<file path="src/rtl/tblock_dispatch_pkg.sv">
// Shared types for the thread-block dispatcher: FSM state encoding and the
// launch descriptor latched at the kernel launch handshake.
package tblock_dispatch_pkg;

  localparam int unsigned DefPcWidth       = 32;
  localparam int unsigned DefAddressWidth  = 32;
  localparam int unsigned DefTblockIdxBits = 4;

  typedef enum logic [1:0] {
    IDLE,
    DISPATCH,
    WAIT_DONE,
    REPORT
  } state_e;

  typedef struct packed {
    logic [DefPcWidth-1:0]       pc;
    logic [DefAddressWidth-1:0]  dp_addr;
    logic [DefTblockIdxBits:0]   num_tblocks;
  } launch_desc_t;

endpackage

</file>
<file path="src/rtl/tblock_dispatcher_id_pool.sv">
// In-flight block id bitmap. Offers the lowest free id from registered state
// only, so an id released this cycle becomes allocatable on the next one.
module tblock_id_pool #(
  parameter int unsigned TblockIdBits = 4
) (
  input  logic                    clk_i,
  input  logic                    rst_ni,
  input  logic                    set_i,
  input  logic [TblockIdBits-1:0] set_id_i,
  input  logic                    clr_i,
  input  logic [TblockIdBits-1:0] clr_id_i,
  output logic [TblockIdBits-1:0] free_id_o,
  output logic                    any_free_o
);

  localparam int unsigned NumIds = 2 ** TblockIdBits;

  logic [NumIds-1:0] in_flight_q, in_flight_d;

  always_comb begin
    free_id_o  = '0;
    any_free_o = 1'b0;
    for (int unsigned i = 0; i < NumIds; i++) begin
      if (!any_free_o && !in_flight_q[i]) begin
        free_id_o  = TblockIdBits'(i);
        any_free_o = 1'b1;
      end
    end
  end

  always_comb begin
    in_flight_d = in_flight_q;
    if (set_i) in_flight_d[set_id_i] = 1'b1;
    if (clr_i) in_flight_d[clr_id_i] = 1'b0;
  end

  always_ff @(posedge clk_i or negedge rst_ni) begin
    if (!rst_ni) in_flight_q <= '0;
    else         in_flight_q <= in_flight_d;
  end

  a_done_id_in_flight: assert property (@(posedge clk_i) disable iff (!rst_ni)
    clr_i |-> in_flight_q[clr_id_i]);

endmodule

</file>
<file path="src/rtl/tblock_dispatcher.sv">
// Kernel launch to per-block warp allocation dispatcher for one compute unit.
// Define TBLOCK_DISPATCHER_PERF_EN to build the launch-to-done cycle counter.
module tblock_dispatcher
  import tblock_dispatch_pkg::*;
#(
  parameter int unsigned PcWidth       = DefPcWidth,
  parameter int unsigned AddressWidth  = DefAddressWidth,
  parameter int unsigned TblockIdxBits = DefTblockIdxBits,
  parameter int unsigned TblockIdBits  = 4
) (
  input  logic                     clk_i,
  input  logic                     rst_ni,
  input  logic                     launch_valid_i,
  output logic                     launch_ready_o,
  input  logic [PcWidth-1:0]       launch_pc_i,
  input  logic [AddressWidth-1:0]  launch_dp_addr_i,
  input  logic [TblockIdxBits:0]   launch_num_tblocks_i,
  output logic                     kernel_done_valid_o,
  input  logic                     kernel_done_ready_i,
  output logic [31:0]              kernel_cycles_o,
  input  logic                     warp_free_i,
  output logic                     allocate_warp_o,
  output logic [PcWidth-1:0]       allocate_pc_o,
  output logic [AddressWidth-1:0]  allocate_dp_addr_o,
  output logic [TblockIdxBits-1:0] allocate_tblock_idx_o,
  output logic [TblockIdBits-1:0]  allocate_tblock_id_o,
  input  logic                     tblock_done_i,
  input  logic [TblockIdBits-1:0]  tblock_done_id_i,
  output logic                     tblock_done_ready_o
);

  localparam int unsigned CntW = TblockIdxBits + 1;

  // The packed descriptor in the package fixes these widths.
  if (PcWidth != DefPcWidth || AddressWidth != DefAddressWidth ||
      TblockIdxBits != DefTblockIdxBits) begin : g_width_check
    $error("tblock_dispatcher: descriptor widths do not match tblock_dispatch_pkg");
  end

  state_e                   state_q, state_d;
  launch_desc_t             desc_q, desc_d;
  logic [TblockIdxBits-1:0] next_idx_q, next_idx_d;
  logic [CntW-1:0]          dispatched_q, dispatched_d;
  logic [CntW-1:0]          completed_q, completed_d;
  logic [TblockIdBits-1:0]  free_id;
  logic                     any_free;
  logic                     launch_fire;

  assign launch_fire           = launch_valid_i && launch_ready_o;
  assign allocate_pc_o         = desc_q.pc;
  assign allocate_dp_addr_o    = desc_q.dp_addr;
  assign allocate_tblock_idx_o = next_idx_q;
  assign allocate_tblock_id_o  = free_id;
  assign tblock_done_ready_o   = 1'b1;

  tblock_id_pool #(
    .TblockIdBits(TblockIdBits)
  ) u_id_pool (
    .clk_i      (clk_i),
    .rst_ni     (rst_ni),
    .set_i      (allocate_warp_o),
    .set_id_i   (free_id),
    .clr_i      (tblock_done_i),
    .clr_id_i   (tblock_done_id_i),
    .free_id_o  (free_id),
    .any_free_o (any_free)
  );

  always_comb begin
    state_d             = state_q;
    desc_d              = desc_q;
    next_idx_d          = next_idx_q;
    dispatched_d        = dispatched_q;
    completed_d         = completed_q + CntW'(tblock_done_i);
    launch_ready_o      = 1'b0;
    kernel_done_valid_o = 1'b0;
    allocate_warp_o     = 1'b0;

    unique case (state_q)
      IDLE: begin
        launch_ready_o = 1'b1;
        if (launch_valid_i) begin
          desc_d.pc          = launch_pc_i;
          desc_d.dp_addr     = launch_dp_addr_i;
          desc_d.num_tblocks = launch_num_tblocks_i;
          next_idx_d         = '0;
          dispatched_d       = '0;
          completed_d        = '0;
          state_d            = (launch_num_tblocks_i == '0) ? REPORT : DISPATCH;
        end
      end
      DISPATCH: begin
        allocate_warp_o = warp_free_i && any_free;
        if (allocate_warp_o) begin
          next_idx_d   = next_idx_q + TblockIdxBits'(1);
          dispatched_d = dispatched_q + CntW'(1);
          if (dispatched_d == desc_q.num_tblocks) state_d = WAIT_DONE;
        end
      end
      WAIT_DONE: begin
        if (completed_d == desc_q.num_tblocks) state_d = REPORT;
      end
      REPORT: begin
        kernel_done_valid_o = 1'b1;
        if (kernel_done_ready_i) state_d = IDLE;
      end
      default: state_d = IDLE;
    endcase
  end

  always_ff @(posedge clk_i or negedge rst_ni) begin
    if (!rst_ni) begin
      state_q      <= IDLE;
      desc_q       <= '0;
      next_idx_q   <= '0;
      dispatched_q <= '0;
      completed_q  <= '0;
    end else begin
      state_q      <= state_d;
      desc_q       <= desc_d;
      next_idx_q   <= next_idx_d;
      dispatched_q <= dispatched_d;
      completed_q  <= completed_d;
    end
  end

`ifdef TBLOCK_DISPATCHER_PERF_EN
  logic [31:0] cycles_q, cycles_d;

  always_comb begin
    cycles_d = cycles_q;
    if (launch_fire)                              cycles_d = '0;
    else if (state_q != IDLE && cycles_q != '1)   cycles_d = cycles_q + 32'd1;
  end

  always_ff @(posedge clk_i or negedge rst_ni) begin
    if (!rst_ni) cycles_q <= '0;
    else         cycles_q <= cycles_d;
  end

  assign kernel_cycles_o = cycles_q;
`else
  assign kernel_cycles_o = '0;
`endif

  a_done_not_idle: assert property (@(posedge clk_i) disable iff (!rst_ni)
    tblock_done_i |-> state_q != IDLE);
  a_launch_num_range: assert property (@(posedge clk_i) disable iff (!rst_ni)
    launch_fire |-> launch_num_tblocks_i <= CntW'(2 ** TblockIdxBits));
  a_alloc_needs_warp: assert property (@(posedge clk_i) disable iff (!rst_ni)
    !(allocate_warp_o && !warp_free_i));

endmodule

</file>
<file path="config.mk">
export PLATFORM = sky130hd
export DESIGN_NAME = tblock_dispatcher
export DESIGN_NICKNAME = d
export VERILOG_FILES = /design/src/rtl/tblock_dispatch_pkg.sv /design/src/rtl/tblock_dispatcher_id_pool.sv /design/src/rtl/tblock_dispatcher.sv
export SDC_FILE = /design/constraint.sdc
export NUM_CORES = 1
export LEC_CHECK = 0
export ABC_AREA = 1
export BUFFER_PORTS_ARGS = -buffer_cell sky130_fd_sc_hd__buf_2
export CAP_MARGIN = 20
export CORE_MARGIN = 2
export CORE_UTILIZATION = 51
export DETAILED_ROUTE_END_ITERATION = 7
export GPL_TIMING_DRIVEN = 0
export PLACE_DENSITY = 0.81
export SKIP_CTS_REPAIR_TIMING = 1
export SLEW_MARGIN = 20
export SYNTH_ARGS = -nofsm -noshare
export SYNTH_HDL_FRONTEND = slang
export SYNTH_SLANG_ARGS = --single-unit
</file>
<file path="constraint.sdc">
create_clock -name clk_i -period 2.27 [get_ports clk_i]
set_input_delay 0.1135 -clock clk_i [delete_from_list [all_inputs] [get_ports clk_i]]
set_output_delay 0.1135 -clock clk_i [all_outputs]
set_load 0.01 [all_outputs]
</file>
==> metrics.md, run 1 <==
| Metric | Value |
|---|---|
| Main combinational cell family by area after synthesis | simple AND/OR/NAND/NOR gates |
| Sequential Power Share | 0.365 |
| Arr. time, crit path | roughly 2300 ps |
| Largest net degree at the start of global routing | 70 |
| Post-synthesis sequential area ratio | 0.458 |
| Final Hold Vio Count | 0 |
| FF-to-FF path depth | 12 |
| Clk sink count | about 100 |
| Count leader, synth | nand2_1 |
| Yosys top cell by area | dfrtp_1 |
| Max clock buf depth | 2 |
| Mapped cell area | between 0.005 and 0.006 mm^2 |
| H-tree depth | 3 |
| Post-DP HPWL | between 9 and 10 mm |
| Fmax | 422 MHz |
| Number of I/O pins | 187 |
| Initial Util | 0.530 |
| Drt pass-1 iters | 5 |
| Combinational share of power | 0.497 |
| Average size of a mapped cell | 8.02 um^2 |
| Synth Area in Compound Gates | 0.0365 |
| Synth top area share | 0.458 |
| Initial antenna violation count | 0 |
| Layout area overhead | 38.5% |
| Die Area | ~0.012 mm^2 |
| Pre-CTS setup slack | 3.42 ps |
| CTS tree | built |
| #FFs+latches synth | ~100 |
| Worst VDD drop | 0.000755 V |
| Num rows | 37 |
| Port bufs | ~150 |
| Skew-Pair Late Insertion Delay | 370 ps |
| Post-Synth Simple-Gate Area | 0.284 |
| Num CTS Buffers | 9 |
| Post-layout util | 0.734 |
| Crit-path max cell delay | 430 ps |
| Synthesized-area fraction occupied by adder cells | 0.0181 |
| PD cells | 1070 mW/mm^2 |
| Yosys warning total | 0 |
| Sw Ratio | 0.406 |
| Vias in the first global route | about 4500 |
| All-layer global routing usage | 0.225 |
| Top FF cell, synth | dfrtp_1 |
| CP max stage cell | dfrtp_1 |
| Routed len/inst | roughly 14 um |
| Via count | ~5300 |
| Hold crit path type | input port to flip-flop |
| Total Nets Final | 1054 |
| Max Slew Vio Count | 0 |
| P_sw | 3.32 mW |
| Netlist cell types | 35 |
| Clock Pin Slew Worst Setup and Hold Paths | 100 ps |
| Synth Instances | 688 |
| Global-route wire length before repair | 20.6 mm |
| Minimum clock period | 2370 ps |
| Leak pwr | about 4.4 nW |
| Cell Int Power | between 4 and 5 mW |
| Most instantiated cells after synthesis | nand2_1, dfrtp_1, buf_4, inv_1, nor2_1 |
| DRC Markers | 0 |
| Overflow after GRT | 0 |
| Skew final | 17.3 ps |
| Worst path cell trace | nand2_2, nor2_4, nand4_4, nor2_4, nand4_4, nor2_4, nand3_4, nor3_4, inv_2, o2111ai_1, buf_2 |
| Setup TNS | -358 ps |
| Part of the cycle the worst path needs | 1.04 |
| Die Ht | 108 um |
| Final setup fails | 5 |
| CP Capture Type | output pin |
| RSZ-0062 raised after global routing | yes |
| Critical path class | flip-flop to output pin |
| Multiplexer area fraction after synthesis | 0 |
| Final WL | 15.7 mm |
| Worst hold stages | 3 |
| Die width | 108 um |
| Post-synth EDFFs | 0 |
| Critical Path RT | 2160 ps |
| Worst path most repeated cell | nor2_4 |
| Critical Path Fanout Max | 5 |
| Routed Antenna Nets | 0 |
| Core area | roughly 0.010 mm^2 |
| XOR/XNOR Fraction of Synth Area | 0.0238 |
| Clk network pwr share | 0.138 |
| # diodes | 0 |
| Placed Instance Area | 0.00660 mm^2 |
| Failing checks | negative setup slack |
| Via density | 4.82 |
| Outcome | complete, but fails checks |
| Number of max-cap violations | 0 |
| Root Buffer | clkbuf_8 |
| Synth area leaders | dfrtp_1, nand2_1, buf_4 |
| Final worst slack | -96.9 ps |
| Critical Path Source Type | flip-flop |
| Gpl congestion | 0.883 |
| Synth async-reset ratio | 1.00 |
| Cell area after layout | 0.00764 mm^2 |
| Initial DRC count | 287 |
| WHS | 18.4 ps |
| Layout cells sized above 1 | 0.313 |
-- layer usage --
layer / up-vias / track usage / part of all wire
met1: 2483 / 0.263 / 0.38
met4: 0 / 0.0668 / 0.026
met3: 42 / 0.0976 / 0.086
li1: 2581 / - / -
met2: 233 / 0.376 / 0.50
met5: - / 0 / 0
-- state kept, by name, indices dropped and copies added, names as in the netlist --
signal                 count
allocate_tblock_idx_o      4
state_q                    2
allocate_dp_addr_o        32
desc_q                     5
u_id_pool.in_flight_q     16
completed_q                5
allocate_pc_o             32
dispatched_q               5
-- power groups by stage --
stage / clock (mW) / sequential [mW] / combinational [mW]
detailed placement: 0 / 2.96 / 3.76
global placement: 0 / 2.96 / 3.66
finish: 1.12 / 2.99 / 4.06
CTS: 1.16 / 2.95 / 3.76
global route: 1.23 / 3.07 / 4.46
floorplan: 0 / 2.86 / 2.63
-- cell type report --
type	count	area (um^2)
inverters	43	161
plain buffers	117	812
flip-flops and latches	101	2530
fillers	762	2770
clock inverters	6	53.8
well taps	136	170
repair buffers	238	1610
clock buffers	10	138
multi-input cells	457	2170
-- layout by cell type (no fill, tap or decap), types with 3 or more instances in the layout --
cell type / instances
dlygate4sd3_1: 69
xor2_1: 11
buf_6: 3
nand3b_1: 3
nand4_1: 16
nand4_4: 3
nor3_1: 4
inv_1: 38
nand3_1: 24
dfrtp_1: 101
buf_2: 151
clkbuf_8: 10
clkbuf_1: 16
a21oi_2: 3
a21oi_1: 14
conb_1: 33
nor2_1: 36
a31oi_1: 3
ha_1: 8
buf_4: 113
nand2_1: 268
o21ai_0: 7
nand2_2: 4
inv_2: 3
xnor2_1: 4
nor2_4: 3
-- cells by family (layout without fill, tap and decap cells) --
logic type	after synthesis	after routing
xor+xnor	15	15
flops	101	101
compound gates	35	35
buf+inv	161	414
other cells	2	33
simple gates	366	366
fa+ha+maj	8	8
-- critical path: cells and delay by family, from the launching register on --
kind | cells | cell delay (ps)
buffers and inverters | 2 | 230
AO/OA/AOI/OAI | 1 | 80
AND/OR/NAND/NOR | 8 | 1130
flip-flops | 1 | 430
-- through the flow --
| step | power (mW) | cells |
|---|---|---|
| 4_1_cts | 7.87 | 1024 |
| 6_report | 8.17 | 1108 |
| 2_1_floorplan | 5.49 | 719 |
| 3_3_place_gp | 6.62 | 1007 |
| 5_1_grt | 8.77 | 1108 |
| 3_5_place_dp | 6.72 | 1008 |
-- worst paths after layout --
check / slack [ps] / from / endpoint
hold reg to reg: 490 / allocate_dp_addr_o[28] / allocate_dp_addr_o[28]
setup / recovery: -100 / u_id_pool.in_flight_q[2] / allocate_tblock_id_o[2]
hold / removal: 20 / launch_num_tblocks_i[0] / desc_q[0]
setup reg to reg: 30 / u_id_pool.in_flight_q[2] / u_id_pool.in_flight_q[11]
max in group asynchronous: 1430 / rst_ni / allocate_dp_addr_o[20]
min in group asynchronous: 180 / rst_ni / state_q[0]
No activity file was read; power rests on OpenSTA's default activity.
==> inputs of run 2 (changes only) <==
SKIP_LAST_GASP = 1   (was not set)
==> metrics.md, run 2 (same netlist as run 1, synthesis figures left out) <==
| Metric | Value |
|---|---|
| Outcome | complete, but fails checks |
| Failing checks | negative setup slack |
| Total power | 8.17 mW |
| Hold crit path type | input port to flip-flop |
| Skew final | between 15 and 20 ps |
| Drt pass-1 iters | 6 |
| All-layer global routing usage | 0.225 |
| Overflow after GRT | 0 |
| Clock Pin Slew Worst Setup and Hold Paths | 100 ps |
| Max Slew Vio Count | 0 |
| Fmax | 420 MHz |
| Vias in the first global route | ~4500 |
| Post-DP HPWL | about 9.5 mm |
| Critical path class | flip-flop to output pin |
| Post-layout util | 0.732 |
| Port bufs | ~150 |
| Arr. time, crit path | 2270 ps |
| Layout cells sized above 1 | 0.311 |
| Global-route wire length before repair | 20.6 mm |
| Core area | 0.0104 mm^2 |
| Leak pwr | 4.35 nW |
| PD cells | 1070 mW/mm^2 |
| Commonest non-fill, non-tap cell in the layout | nand2_1 |
| Gpl congestion | between 0.8 and 0.9 |
| Die Ht | ~110 um |
| Critical Path Source Type | flip-flop |
| Initial antenna violation count | 0 |
| Setup TNS | -400 ps |
| Number of max-cap violations | 0 |
| RSZ-0062 raised after global routing | yes |
| Layout area overhead | 38.2% |
| Total Nets Final | roughly 1100 |
| DRC Markers | 0 |
| Skew-Pair Late Insertion Delay | roughly 380 ps |
| Via density | 4.83 |
| Critical Path Fanout Max | 5 |
| Final WL | roughly 16 mm |
| Largest net degree at the start of global routing | 70 |
| Num CTS Buffers | 9 |
| Die Area | between 0.01 and 0.015 mm^2 |
| CTS tree | built |
| Max clock buf depth | 2 |
| Minimum clock period | 2380 ps |
| Number of I/O pins | 187 |
| Routed len/inst | 14.1 um |
| Pre-CTS setup slack | 3.42 ps |
| Final worst slack | -110 ps |
| Worst VDD drop | about 0.00075 V |
| Cell area after layout | about 0.0076 mm^2 |
| H-tree depth | 3 |
| Clk sink count | 101 |
| Root Buffer | clkbuf_8 |
| Final setup fails | 5 |
| Die width | 108 um |
| Num rows | 37 |
| Critical Path RT | 2160 ps |
| CP Capture Type | output pin |
| Part of the cycle the worst path needs | 1.05 |
| Routed Antenna Nets | 0 |
| Initial Util | 0.530 |
| Commonest non-fill, non-tap cells in the layout | nand2_1, buf_2, buf_4, dfrtp_1, dlygate4sd3_1 |
| Final Hold Vio Count | 0 |
| Initial DRC count | 332 |
| Via count | 5347 |
| # diodes | 0 |
| Placed Instance Area | 0.00660 mm^2 |
run 2: cell types whose count changed in the layout (fill, tap and decap cells not counted):
cell     previous run  this run
a21oi_1            14        16
buf_6               3         2
a21oi_2             3         1
buf_2             151       152
run 2: path summary, 6_finish.rpt:
check                                    startpoint                   endpoint  slack, ps  cells after the start
max in group asynchronous                    rst_ni     allocate_dp_addr_o[30]       1440                      3
min in group asynchronous                    rst_ni                 state_q[0]        180                      2
min reg2reg                  allocate_dp_addr_o[28]     allocate_dp_addr_o[28]        490                      2
max reg2reg                u_id_pool.in_flight_q[2]  u_id_pool.in_flight_q[11]         30                     12
min                         launch_num_tblocks_i[0]                  desc_q[0]         20                      3
max                        u_id_pool.in_flight_q[2]    allocate_tblock_id_o[1]       -110                     11
run 2: cell type report:
type | instances | area [um^2]
inverter | 43 | 161
timing repair buffer | 238 | 1610
buffer | 117 | 812
tap | 136 | 170
clock buffer | 10 | 138
multi-input combinational | 457 | 2160
sequential | 101 | 2530
fill | 763 | 2790
clock inverter | 6 | 53.8
run 2: metrics by stage:
stage               std cells  hold slack, ps
floorplan                 719            -182
global placement         1007             307
detailed placement       1008            22.1
CTS                      1024            -403
global route             1108            43.4
finish                   1108            18.0
run 2: routing by layer:
metal	global-route usage	wire length (um)	up-vias
li1	-	-	2578
met1	0.263	5930	2484
met2	0.376	7880	236
met3	0.0976	1340	49
met4	0.0668	425	0
met5	0	0	-
run 2: power by group:
part,leakage (nW),internal (mW),switching (mW)
clock network,0.101,0.451,0.676
logic,2.96,1.91,2.14
registers,1.28,2.49,0.496
total,4.35,4.85,3.32
run 2: critical path: stages, from the launching register on:
cell	delay (ps)
dfrtp_1	440
nand2_2	110
nor2_4	160
nand4_4	110
nor2_4	170
nand4_4	140
nor2_4	180
nand3_4	110
nor3_4	160
inv_2	70
o2111ai_1	80
buf_2	170
